<file path="src/rtl/rvh_l1d_mshr_refill_release_if.sv">
// Handshake bundle between the L1D MSHR refill/release block and its neighbours
// (allocator, L2 refill channel, data/tag array write path).
interface rvh_l1d_mshr_refill_release_if #(
  parameter int unsigned N_MSHR = 4,
  parameter int unsigned LINE_W = 512,
  parameter int unsigned BEAT_W = 128
);
  localparam int unsigned ID_W = (N_MSHR > 1) ? $clog2(N_MSHR) : 1;

  logic              alloc_vld_i;
  logic [ID_W-1:0]   alloc_id_i;
  logic [N_MSHR-1:0] mshr_bank_valid_o;
  logic              refill_beat_vld_i;
  logic [ID_W-1:0]   refill_beat_id_i;
  logic [BEAT_W-1:0] refill_beat_data_i;
  logic              refill_beat_rdy_o;
  logic              line_vld_o;
  logic [ID_W-1:0]   line_id_o;
  logic [LINE_W-1:0] line_data_o;
  logic              line_rdy_i;
  logic              dealloc_vld_o;
  logic [ID_W-1:0]   dealloc_id_o;
  logic              err_o;

  modport master (
    output alloc_vld_i, alloc_id_i, refill_beat_vld_i, refill_beat_id_i,
           refill_beat_data_i, line_rdy_i,
    input  mshr_bank_valid_o, refill_beat_rdy_o, line_vld_o, line_id_o,
           line_data_o, dealloc_vld_o, dealloc_id_o, err_o
  );

  modport slave (
    input  alloc_vld_i, alloc_id_i, refill_beat_vld_i, refill_beat_id_i,
           refill_beat_data_i, line_rdy_i,
    output mshr_bank_valid_o, refill_beat_rdy_o, line_vld_o, line_id_o,
           line_data_o, dealloc_vld_o, dealloc_id_o, err_o
  );
endinterface

</file>
<file path="src/rtl/rvh_l1d_mshr_refill_release.sv">
// L1D MSHR refill/release: owns the MSHR valid vector, assembles L2 refill
// beats into a line, hands it to the array and frees the entry on acceptance.
module rvh_l1d_mshr_refill_release #(
  parameter int unsigned N_MSHR = 4,
  parameter int unsigned LINE_W = 512,
  parameter int unsigned BEAT_W = 128
) (
  input logic clk,
  input logic rst,
  rvh_l1d_mshr_refill_release_if.slave bus
);
  localparam int unsigned ID_W  = (N_MSHR > 1) ? $clog2(N_MSHR) : 1;
  localparam int unsigned BEATS = LINE_W / BEAT_W;
  localparam int unsigned CNT_W = (BEATS > 1) ? $clog2(BEATS) : 1;

  typedef enum logic [1:0] {IDLE, COLLECT, SEND} state_e;

  state_e                        state_q, state_d;
  logic [CNT_W-1:0]              cnt_q, cnt_d;
  logic [ID_W-1:0]               id_q, id_d;
  logic [BEATS-1:0][BEAT_W-1:0]  line_q, line_d;
  logic [N_MSHR-1:0]             valid_q, valid_d;
  logic                          err_q, err_d;
  logic                          dealloc_vld_q, dealloc_vld_d;
  logic [ID_W-1:0]               dealloc_id_q, dealloc_id_d;
  logic                          beat_rdy_q, line_vld_q;
  logic                          beat_hs, line_hs;

  // State and datapath registers
  always_ff @(posedge clk) begin
    if (!rst) begin
      state_q       <= IDLE;
      cnt_q         <= '0;
      id_q          <= '0;
      line_q        <= '0;
      valid_q       <= '0;
      err_q         <= 1'b0;
      dealloc_vld_q <= 1'b0;
      dealloc_id_q  <= '0;
      beat_rdy_q    <= 1'b1;
      line_vld_q    <= 1'b0;
    end else begin
      state_q       <= state_d;
      cnt_q         <= cnt_d;
      id_q          <= id_d;
      line_q        <= line_d;
      valid_q       <= valid_d;
      err_q         <= err_d;
      dealloc_vld_q <= dealloc_vld_d;
      dealloc_id_q  <= dealloc_id_d;
      beat_rdy_q    <= (state_d != SEND);
      line_vld_q    <= (state_d == SEND);
    end
  end

  // Next-state, beat assembly, valid-vector update and error detection
  always_comb begin
    state_d       = state_q;
    cnt_d         = cnt_q;
    id_d          = id_q;
    line_d        = line_q;
    valid_d       = valid_q;
    err_d         = err_q;
    dealloc_vld_d = 1'b0;
    dealloc_id_d  = dealloc_id_q;
    beat_hs       = bus.refill_beat_vld_i && beat_rdy_q;
    line_hs       = line_vld_q && bus.line_rdy_i;

    unique case (state_q)
      IDLE: begin
        if (beat_hs) begin
          id_d      = bus.refill_beat_id_i;
          line_d[0] = bus.refill_beat_data_i;
          cnt_d     = CNT_W'(1);
          state_d   = (BEATS == 1) ? SEND : COLLECT;
        end
      end
      COLLECT: begin
        if (beat_hs) begin
          line_d[cnt_q] = bus.refill_beat_data_i;
          cnt_d         = cnt_q + CNT_W'(1);
          if (cnt_q == CNT_W'(BEATS - 1)) state_d = SEND;
          // A stray id is stored but never retargets the line
          if (bus.refill_beat_id_i != id_q) err_d = 1'b1;
        end
      end
      SEND: begin
        if (line_hs) begin
          valid_d[id_q] = 1'b0;
          dealloc_vld_d = 1'b1;
          dealloc_id_d  = id_q;
          cnt_d         = '0;
          state_d       = IDLE;
        end
      end
      default: state_d = IDLE;
    endcase

    if (beat_hs && !valid_q[bus.refill_beat_id_i]) err_d = 1'b1;

    // Alloc is applied after release so a same-id collision leaves the entry valid
    if (bus.alloc_vld_i) begin
      if (valid_q[bus.alloc_id_i] && !(line_hs && (id_q == bus.alloc_id_i))) err_d = 1'b1;
      valid_d[bus.alloc_id_i] = 1'b1;
    end
  end

  assign bus.mshr_bank_valid_o = valid_q;
  assign bus.refill_beat_rdy_o = beat_rdy_q;
  assign bus.line_vld_o        = line_vld_q;
  assign bus.line_id_o         = id_q;
  assign bus.line_data_o       = line_q;
  assign bus.dealloc_vld_o     = dealloc_vld_q;
  assign bus.dealloc_id_o      = dealloc_id_q;
  assign bus.err_o             = err_q;
endmodule

</file>
<file path="src/flat_wrapper.sv">
// flat-port wrapper written by rule: the top's interface ports become plain ports
module rvh_l1d_mshr_refill_release_flat 
#(
  parameter int unsigned N_MSHR = 4,
  parameter int unsigned LINE_W = 512,
  parameter int unsigned BEAT_W = 128
)
  (clk, rst, bus_alloc_vld_i, bus_alloc_id_i, bus_refill_beat_vld_i, bus_refill_beat_id_i, bus_refill_beat_data_i, bus_line_rdy_i, bus_mshr_bank_valid_o, bus_refill_beat_rdy_o, bus_line_vld_o, bus_line_id_o, bus_line_data_o, bus_dealloc_vld_o, bus_dealloc_id_o, bus_err_o);
  rvh_l1d_mshr_refill_release_if #(.N_MSHR(N_MSHR), .LINE_W(LINE_W), .BEAT_W(BEAT_W)) bus_i ();
  input logic clk;
  input logic rst;
  input wire logic [$bits(bus_i.alloc_vld_i)-1:0] bus_alloc_vld_i;
  input wire logic [$bits(bus_i.alloc_id_i)-1:0] bus_alloc_id_i;
  input wire logic [$bits(bus_i.refill_beat_vld_i)-1:0] bus_refill_beat_vld_i;
  input wire logic [$bits(bus_i.refill_beat_id_i)-1:0] bus_refill_beat_id_i;
  input wire logic [$bits(bus_i.refill_beat_data_i)-1:0] bus_refill_beat_data_i;
  input wire logic [$bits(bus_i.line_rdy_i)-1:0] bus_line_rdy_i;
  output wire logic [$bits(bus_i.mshr_bank_valid_o)-1:0] bus_mshr_bank_valid_o;
  output wire logic [$bits(bus_i.refill_beat_rdy_o)-1:0] bus_refill_beat_rdy_o;
  output wire logic [$bits(bus_i.line_vld_o)-1:0] bus_line_vld_o;
  output wire logic [$bits(bus_i.line_id_o)-1:0] bus_line_id_o;
  output wire logic [$bits(bus_i.line_data_o)-1:0] bus_line_data_o;
  output wire logic [$bits(bus_i.dealloc_vld_o)-1:0] bus_dealloc_vld_o;
  output wire logic [$bits(bus_i.dealloc_id_o)-1:0] bus_dealloc_id_o;
  output wire logic [$bits(bus_i.err_o)-1:0] bus_err_o;
  assign bus_i.alloc_vld_i = bus_alloc_vld_i;
  assign bus_i.alloc_id_i = bus_alloc_id_i;
  assign bus_i.refill_beat_vld_i = bus_refill_beat_vld_i;
  assign bus_i.refill_beat_id_i = bus_refill_beat_id_i;
  assign bus_i.refill_beat_data_i = bus_refill_beat_data_i;
  assign bus_i.line_rdy_i = bus_line_rdy_i;
  assign bus_mshr_bank_valid_o = bus_i.mshr_bank_valid_o;
  assign bus_refill_beat_rdy_o = bus_i.refill_beat_rdy_o;
  assign bus_line_vld_o = bus_i.line_vld_o;
  assign bus_line_id_o = bus_i.line_id_o;
  assign bus_line_data_o = bus_i.line_data_o;
  assign bus_dealloc_vld_o = bus_i.dealloc_vld_o;
  assign bus_dealloc_id_o = bus_i.dealloc_id_o;
  assign bus_err_o = bus_i.err_o;
  rvh_l1d_mshr_refill_release #(.N_MSHR(N_MSHR), .LINE_W(LINE_W), .BEAT_W(BEAT_W)) u_core (.clk(clk), .rst(rst), .bus(bus_i));
endmodule
</file>
<file path="config.mk">
export PLATFORM = sky130hd
export DESIGN_NAME = rvh_l1d_mshr_refill_release_flat
export DESIGN_NICKNAME = d
export VERILOG_FILES = /design/src/rtl/rvh_l1d_mshr_refill_release_if.sv /design/src/rtl/rvh_l1d_mshr_refill_release.sv /design/src/flat_wrapper.sv
export SDC_FILE = /design/constraint.sdc
export NUM_CORES = 1
export LEC_CHECK = 0
export ABC_AREA = 1
export BUFFER_PORTS_ARGS = -buffer_cell sky130_fd_sc_hd__buf_2
export CAP_MARGIN = 15
export CORE_AREA = 2 2 260 262
export DETAILED_ROUTE_END_ITERATION = 7
export DIE_AREA = 0 0 262 264
export GPL_TIMING_DRIVEN = 0
export PLACE_DENSITY = 0.57
export SETUP_SLACK_MARGIN = 0.1
export SLEW_MARGIN = 20
export SYNTH_ARGS = -nofsm -noshare
export SYNTH_HDL_FRONTEND = slang
export SYNTH_SLANG_ARGS = --single-unit
</file>
<file path="constraint.sdc">
create_clock -name clk -period 1.5 [get_ports clk]
set_input_delay 0.3 -clock clk [delete_from_list [all_inputs] [get_ports clk]]
set_output_delay 0.3 -clock clk [all_outputs]
set_load 0.01 [all_outputs]
</file>
# Yosys cells after proc, flatten, opt, wreduce, memory -nomap -nowiden
# Cells that the tools add are included.
[totals]
ff_bits = 528
output_inout_bits = 524
word_cells = 86
[op_classes]
n_addsub = 1
n_lt_le_gt_ge = 7
n_eq_ne = 10
n_mux = 33
n_bitwise = 3
n_reduce_logical = 19
[ops]
columns = ["cell", "n"]
rows = [
  ["$bwmux W512", 1],
  ["$mux W128", 3],
  ["$demux W128 S2", 1],
  ["$pmux W128 S2", 1],
  ["$mux W2", 7],
  ["$lt A2 B3 Y1 const B", 4],
  ["$mux W4", 3],
  ["$pmux W2 S3", 2],
  ["$mux W1", 11],
  ["$logic_and A1 B1 Y1", 8],
  ["$reduce_and A2 Y1", 4],
  ["$eq A2 B2 Y1 const B", 3],
  ["$ge A2 B1 Y1 const B", 3],
  ["$ne A2 B1 Y1 const B", 3],
  ["$and A4 B4 Y4", 1],
  ["$bmux W1 S2", 2],
  ["$demux W1 S2", 2],
  ["$not A4 Y4", 1],
  ["$or A4 B4 Y4", 1],
  ["$reduce_and A4 Y1", 1],
  ["$reduce_and A3 Y1", 1],
  ["$reduce_bool A3 Y1", 1],
  ["$add A2 B1 Y2 const B", 1],
  ["$eq A2 B1 Y1 const B", 1],
  ["6 further kinds", 7],
]

# Depth between registers and ports, before layout
[logic_depth]
word_depth = 10
mapped_depth = 11
ltp_nobuf = 10

# Least setup slack after synthesis
# Ideal clock, no wire load.
[synth_path]
path_kind = "reg-to-reg"
start = "register u_core.state_q[1]"
end = "register u_core.line_q (netlist bit u_core.bus.line_data_o[89])"
arrival_ns = 1.424
slack_ns = -0.039
path_stages_with_launch = 10
cell_sequence = "dfxtp_1 inv_1 ha_1 inv_2 a21oi_1 o21ai_2 buf_2 buf_2 o21ai_0 nor2_1"
[synth_between]
elab_chain_len = 3
word_cells_on_any_way = 7
cone_classes = "eq/ne (3); mux (1); reduce/logical (3)"
[synth_rtl]
columns = ["item", "line_no", "text"]
rows = [
  ["from (decl)", "rvh_l1d_mshr_refill_release.sv:18", "state_e state_q, state_d;"],
  ["from (signal assigned)", "rvh_l1d_mshr_refill_release.sv:43", "state_q <= state_d;"],
  ["$eq A2 B1 Y1 or $logic_not A2 Y1 (tied branches)", "rvh_l1d_mshr_refill_release.sv:69", "unique case (state_q)"],
  ["$ne A2 B1 Y1 (no line) or $reduce_bool A2 Y1 (tied branches)", "n/a", ""],
  ["$reduce_and A3 Y1 (no line)", "n/a", ""],
  ["to (signal assigned)", "rvh_l1d_mshr_refill_release.sv:46", "line_q <= line_d;"],
  ["to (decl)", "rvh_l1d_mshr_refill_release.sv:21", "logic [BEATS-1:0][BEAT_W-1:0] line_q, line_d;"],
]
# Parallel ways exist; a longest one is shown, timed or not.
# A chain may end at the register's enable or synchronous reset.

# Worst setup path after layout
[layout_path]
start = "register u_core.state_q[1]"
end = "register u_core.line_q (netlist bit u_core.bus.line_data_o[152])"
[layout_between]
elab_chain_len = 2
[layout_rtl]
columns = ["item", "line_no"]
rows = [
  ["$eq A2 B1 Y1", "rvh_l1d_mshr_refill_release.sv:69"],
  ["$reduce_and A2 Y1 (no line)", "n/a"],
]
# Every way passes these cells.

==> impl_metrics.tcl <==
set metrics [dict create \
    drt-initial-drc-count 1126 \
    synthSimpleGateAreaFrac_pct 22.1 \
    reg2reg_setup_slack_ns -0.24 \
    wl_met3_um 6340 \
    fp.dieH_um 264 \
    tightestPinTransition_ns 0.936 \
    yosys_warnings 0 \
    worstSetupStartpoint "u_core.state_q[1]" \
    max_freq_ghz 0.575 \
    skew_ns 0.0158 \
    yosys.cell_types.count 25 \
    endpoint_kind "flop" \
    status "finished, violations left" \
    grt_pass1_wl_um 118000 \
    layout_min_cycle_time_ns 1.74 \
    start_util_pct 27.7 \
    clk_pin_slew_ns 0.06 \
    power.density_nw_per_um2 1210 \
    period_share_pct 116 \
    critPathRequiredTime_ns 1.99 \
    hpwl_um 59600 \
    grt.overflow.total 0 \
    synthXorXnorAreaFrac_pct 0.142 \
    io_buffers 659 \
    synth_top_area_share_pct 57.3 \
    grt_pass1_vias 17900 \
    syn_area_um2 18500 \
    finalHoldViolCount 0 \
    rsz0062_at_grt "yes" \
    viasPerCell 4.59 \
    power_mw 34.1 \
    hold_class "in2reg" \
    vias 19000 \
    relSlewSlack_pct 37.6 \
    path_class "reg2reg" \
    drc 0 \
    cp-endpoint "u_core.bus.line_data_o[152]" \
    place_area_um2 23000 \
    finalSetupTns_ns -85.84 \
    synthAdderAreaFrac_pct 0.542 \
    stdcell_area_um2 28200 \
    reg2reg_to "u_core.bus.line_data_o[152]" \
    pin_count 661 \
    post-route-util_pct 42.4 \
    cts_buffer_depth 3 \
    max-vdd-ir-drop_v 0.000906 \
    highest_layer "met5" \
    cp-start-kind "flop" \
    drive_gt1_share_pct 33.5 \
    cts_sinks 528 \
    die-area_um2 69200 \
    root_buffer "clkbuf_16" \
    syn_area_per_cell_um2 7.87 \
    cellLeakagePower_nw 12.8 \
    drtAntennaViolNets 0 \
    core.rowCount 95 \
    fp.coreArea_um2 66600 \
    synth_seq_area_share_pct 57.3 \
    area_growth_pct 53.1 \
    synth_top_family_by_area "simple AND/OR/NAND/NOR gates" \
    synth-compound-area-share_pct 14.6 \
    wire_per_inst_um 20.3 \
    drv_cap 0 \
    drt_wl_total_um 83900 \
    crit_arrival_ns 2.23 \
    htree_levels 2 \
    synthTopCellsByArea "dfxtp_1 57%, nor2_1 21%, o21ai_1 11%" \
    met2WireLength_um 40900 \
    synth_mux_area_share_pct 0 \
    netlist_instances 2345 \
    cp_max_fo 10 \
    cts_made_buffers 57 \
    r2r.worst_path.cells 10 \
    grt_max_degree 15 \
    syn-num-nets 2490 \
    violations "setup timing" \
    antenna_found_initial 4 \
    rr_startpoint "u_core.state_q[1]" \
    maxSlewViolCount 0 \
    cts_tree "built" \
    nets 3361 \
    die_w_um 262 \
    place_inst 3878 \
    grtUsageTotal_pct 22.9 \
    setup_violations 506 \
    drt-met1-wl_um 34500 \
    clock_latency_ns 0.61 \
    finalNonFillerCells 4134 \
    worst_slack_ns -0.240 \
    yosysTopAreaCell "dfxtp_1" \
    gp_congestion 0.859 \
    firstDrtPassIters 6 \
    ys_ff_latch 528 \
]
[worst max-delay path, cell delays in order, from the launching register on]
cell	delay (ns)
dfxtp_2	0.32
inv_2	0.08
ha_4	0.17
inv_6	0.05
nor2_4	0.17
buf_4	0.17
nand2_8	0.09
clkbuf_16	0.20
clkbuf_4	0.19
o21ai_1	0.14
nor2_1	0.05
[timing repair]
item / 4_1_cts / 5_1_grt
resized for setup: 271 / 204
pin swaps: 58 / 13
cloned: 13 / 8
endpoints found under the setup margin: 1009 / 1041
endpoints found under the hold margin: 375 / 0
hold buffers: 112 / 0
buffers inserted: 21 / 2
[state kept, by name, indices dropped and copies added, names as in the netlist]
| name | cells |
|---|---|
| u_core.bus.line_data_o | 512 |
| u_core.bus.mshr_bank_valid_o | 4 |
| u_core.bus.dealloc_id_o | 2 |
| u_core.bus.line_id_o | 2 |
| u_core.cnt_q | 2 |
| u_core.state_q | 2 |
| u_core.bus.dealloc_vld_o | 1 |
| u_core.bus.err_o | 1 |
| u_core.bus.line_vld_o | 1 |
| u_core.bus.refill_beat_rdy_o | 1 |
[stage by stage]
step / hold WS, ns / setup slack, ns
after CTS: 0.00416 / -0.210
after detailed placement: 0.462 / -0.887
after global routing: 0.0122 / -0.339
final: 0.0342 / -0.240
after floorplan: 0.445 / 0.0990
after global placement: 0.453 / -1.24
[synthesized netlist by cell type]
library cell / number
nor2_1: 1031
dfxtp_1: 528
o21ai_1: 405
o21ai_0: 116
buf_2: 63
clkbuf_1: 57
buf_4: 44
nand2_1: 29
inv_1: 17
nand3_1: 14
a21oi_1: 10
ha_1: 8
inv_2: 7
clkbuf_2: 3
buf_6: 2
xnor2_1: 2
and3_1: 1
buf_1: 1
nand4_1: 1
nor2_4: 1
o211a_1: 1
o211ai_1: 1
o21ai_2: 1
o31ai_1: 1
xor2_1: 1
[cell families (layout without fill, tap and decap cells)]
family / after synthesis / in the layout
flops: 528 / 528
fa+ha+maj: 8 / 8
buf+inv: 194 / 1109
simple gates: 1077 / 1077
compound gates: 535 / 535
xor+xnor: 3 / 3
other cells: 0 / 1
[per-layer routing]
metal | vias up | track usage [%]
li1 | 9322 | -
met1 | 8897 | 27.5
met2 | 612 | 39.5
met3 | 136 | 6.10
met4 | 6 | 6.86
met5 | - | 0
[cell type report]
type | count | area [um^2]
Timing Repair Buffer | 813 | 5220
Antenna cell | 1 | 2.50
Clock inverter | 17 | 191
Fill cell | 6788 | 38300
Sequential cell | 528 | 10600
Clock buffer | 86 | 1720
Multi-Input combinational cell | 1623 | 7550
Inverter | 24 | 128
Buffer | 169 | 1770
Tap cell | 873 | 1090
[cells in the final DEF, fill, tap and decap left out, types with 2 or more instances in the layout]
| cell type | synthesis | final |
|---|---|---|
| xnor2_1 | 2 | 2 |
| buf_2 | 63 | 660 |
| clkbuf_1 | 57 | 65 |
| dlygate4sd3_1 | 0 | 112 |
| clkbuf_8 | 0 | 15 |
| nor2_1 | 1031 | 951 |
| dfxtp_2 | 0 | 2 |
| inv_8 | 0 | 2 |
| clkbuf_2 | 3 | 5 |
| bufinv_16 | 0 | 4 |
| dfxtp_1 | 528 | 525 |
| nand2_4 | 0 | 2 |
| buf_6 | 2 | 31 |
| buf_16 | 0 | 12 |
| inv_1 | 17 | 14 |
| o21ai_2 | 1 | 79 |
| nand3_1 | 14 | 14 |
| clkinv_2 | 0 | 11 |
| clkbuf_4 | 0 | 2 |
| nand2_1 | 29 | 25 |
| clkbuf_16 | 0 | 67 |
| inv_6 | 0 | 2 |
| ha_1 | 8 | 5 |
| nor2_2 | 0 | 70 |
| nor2_4 | 1 | 11 |
| a21oi_1 | 10 | 9 |
| inv_2 | 7 | 5 |
| o21ai_1 | 405 | 384 |
| buf_12 | 0 | 31 |
| ha_2 | 0 | 2 |
| o21ai_0 | 116 | 54 |
| buf_4 | 44 | 26 |
| buf_8 | 0 | 41 |
| o21ai_4 | 0 | 5 |
[report_power, final]
| group | total, mW | switching, mW | internal (mW) |
|---|---|---|---|
| Combinational | 4.59 | 2.71 | 1.88 |
| Sequential | 15.0 | 0.349 | 14.6 |
| Clock | 14.5 | 5.97 | 8.53 |
[how the worst min path moves through the flow]
| stage | start | to | depth (start not counted) |
|---|---|---|---|
| 2_1_floorplan | bus_refill_beat_data_i[55] | u_core.bus.line_data_o[55] | 2 |
| 3_3_place_gp | u_core.bus.dealloc_id_o[1] | u_core.bus.dealloc_id_o[1] | 2 |
| 3_5_place_dp | u_core.bus.dealloc_id_o[1] | u_core.bus.dealloc_id_o[1] | 2 |
| 4_1_cts | bus_refill_beat_data_i[33] | u_core.bus.line_data_o[417] | 3 |
| 5_1_grt | bus_refill_beat_data_i[0] | u_core.bus.line_data_o[384] | 3 |
| 6_report | bus_refill_beat_data_i[0] | u_core.bus.line_data_o[384] | 3 |
(Power assumes the default switching activity.)
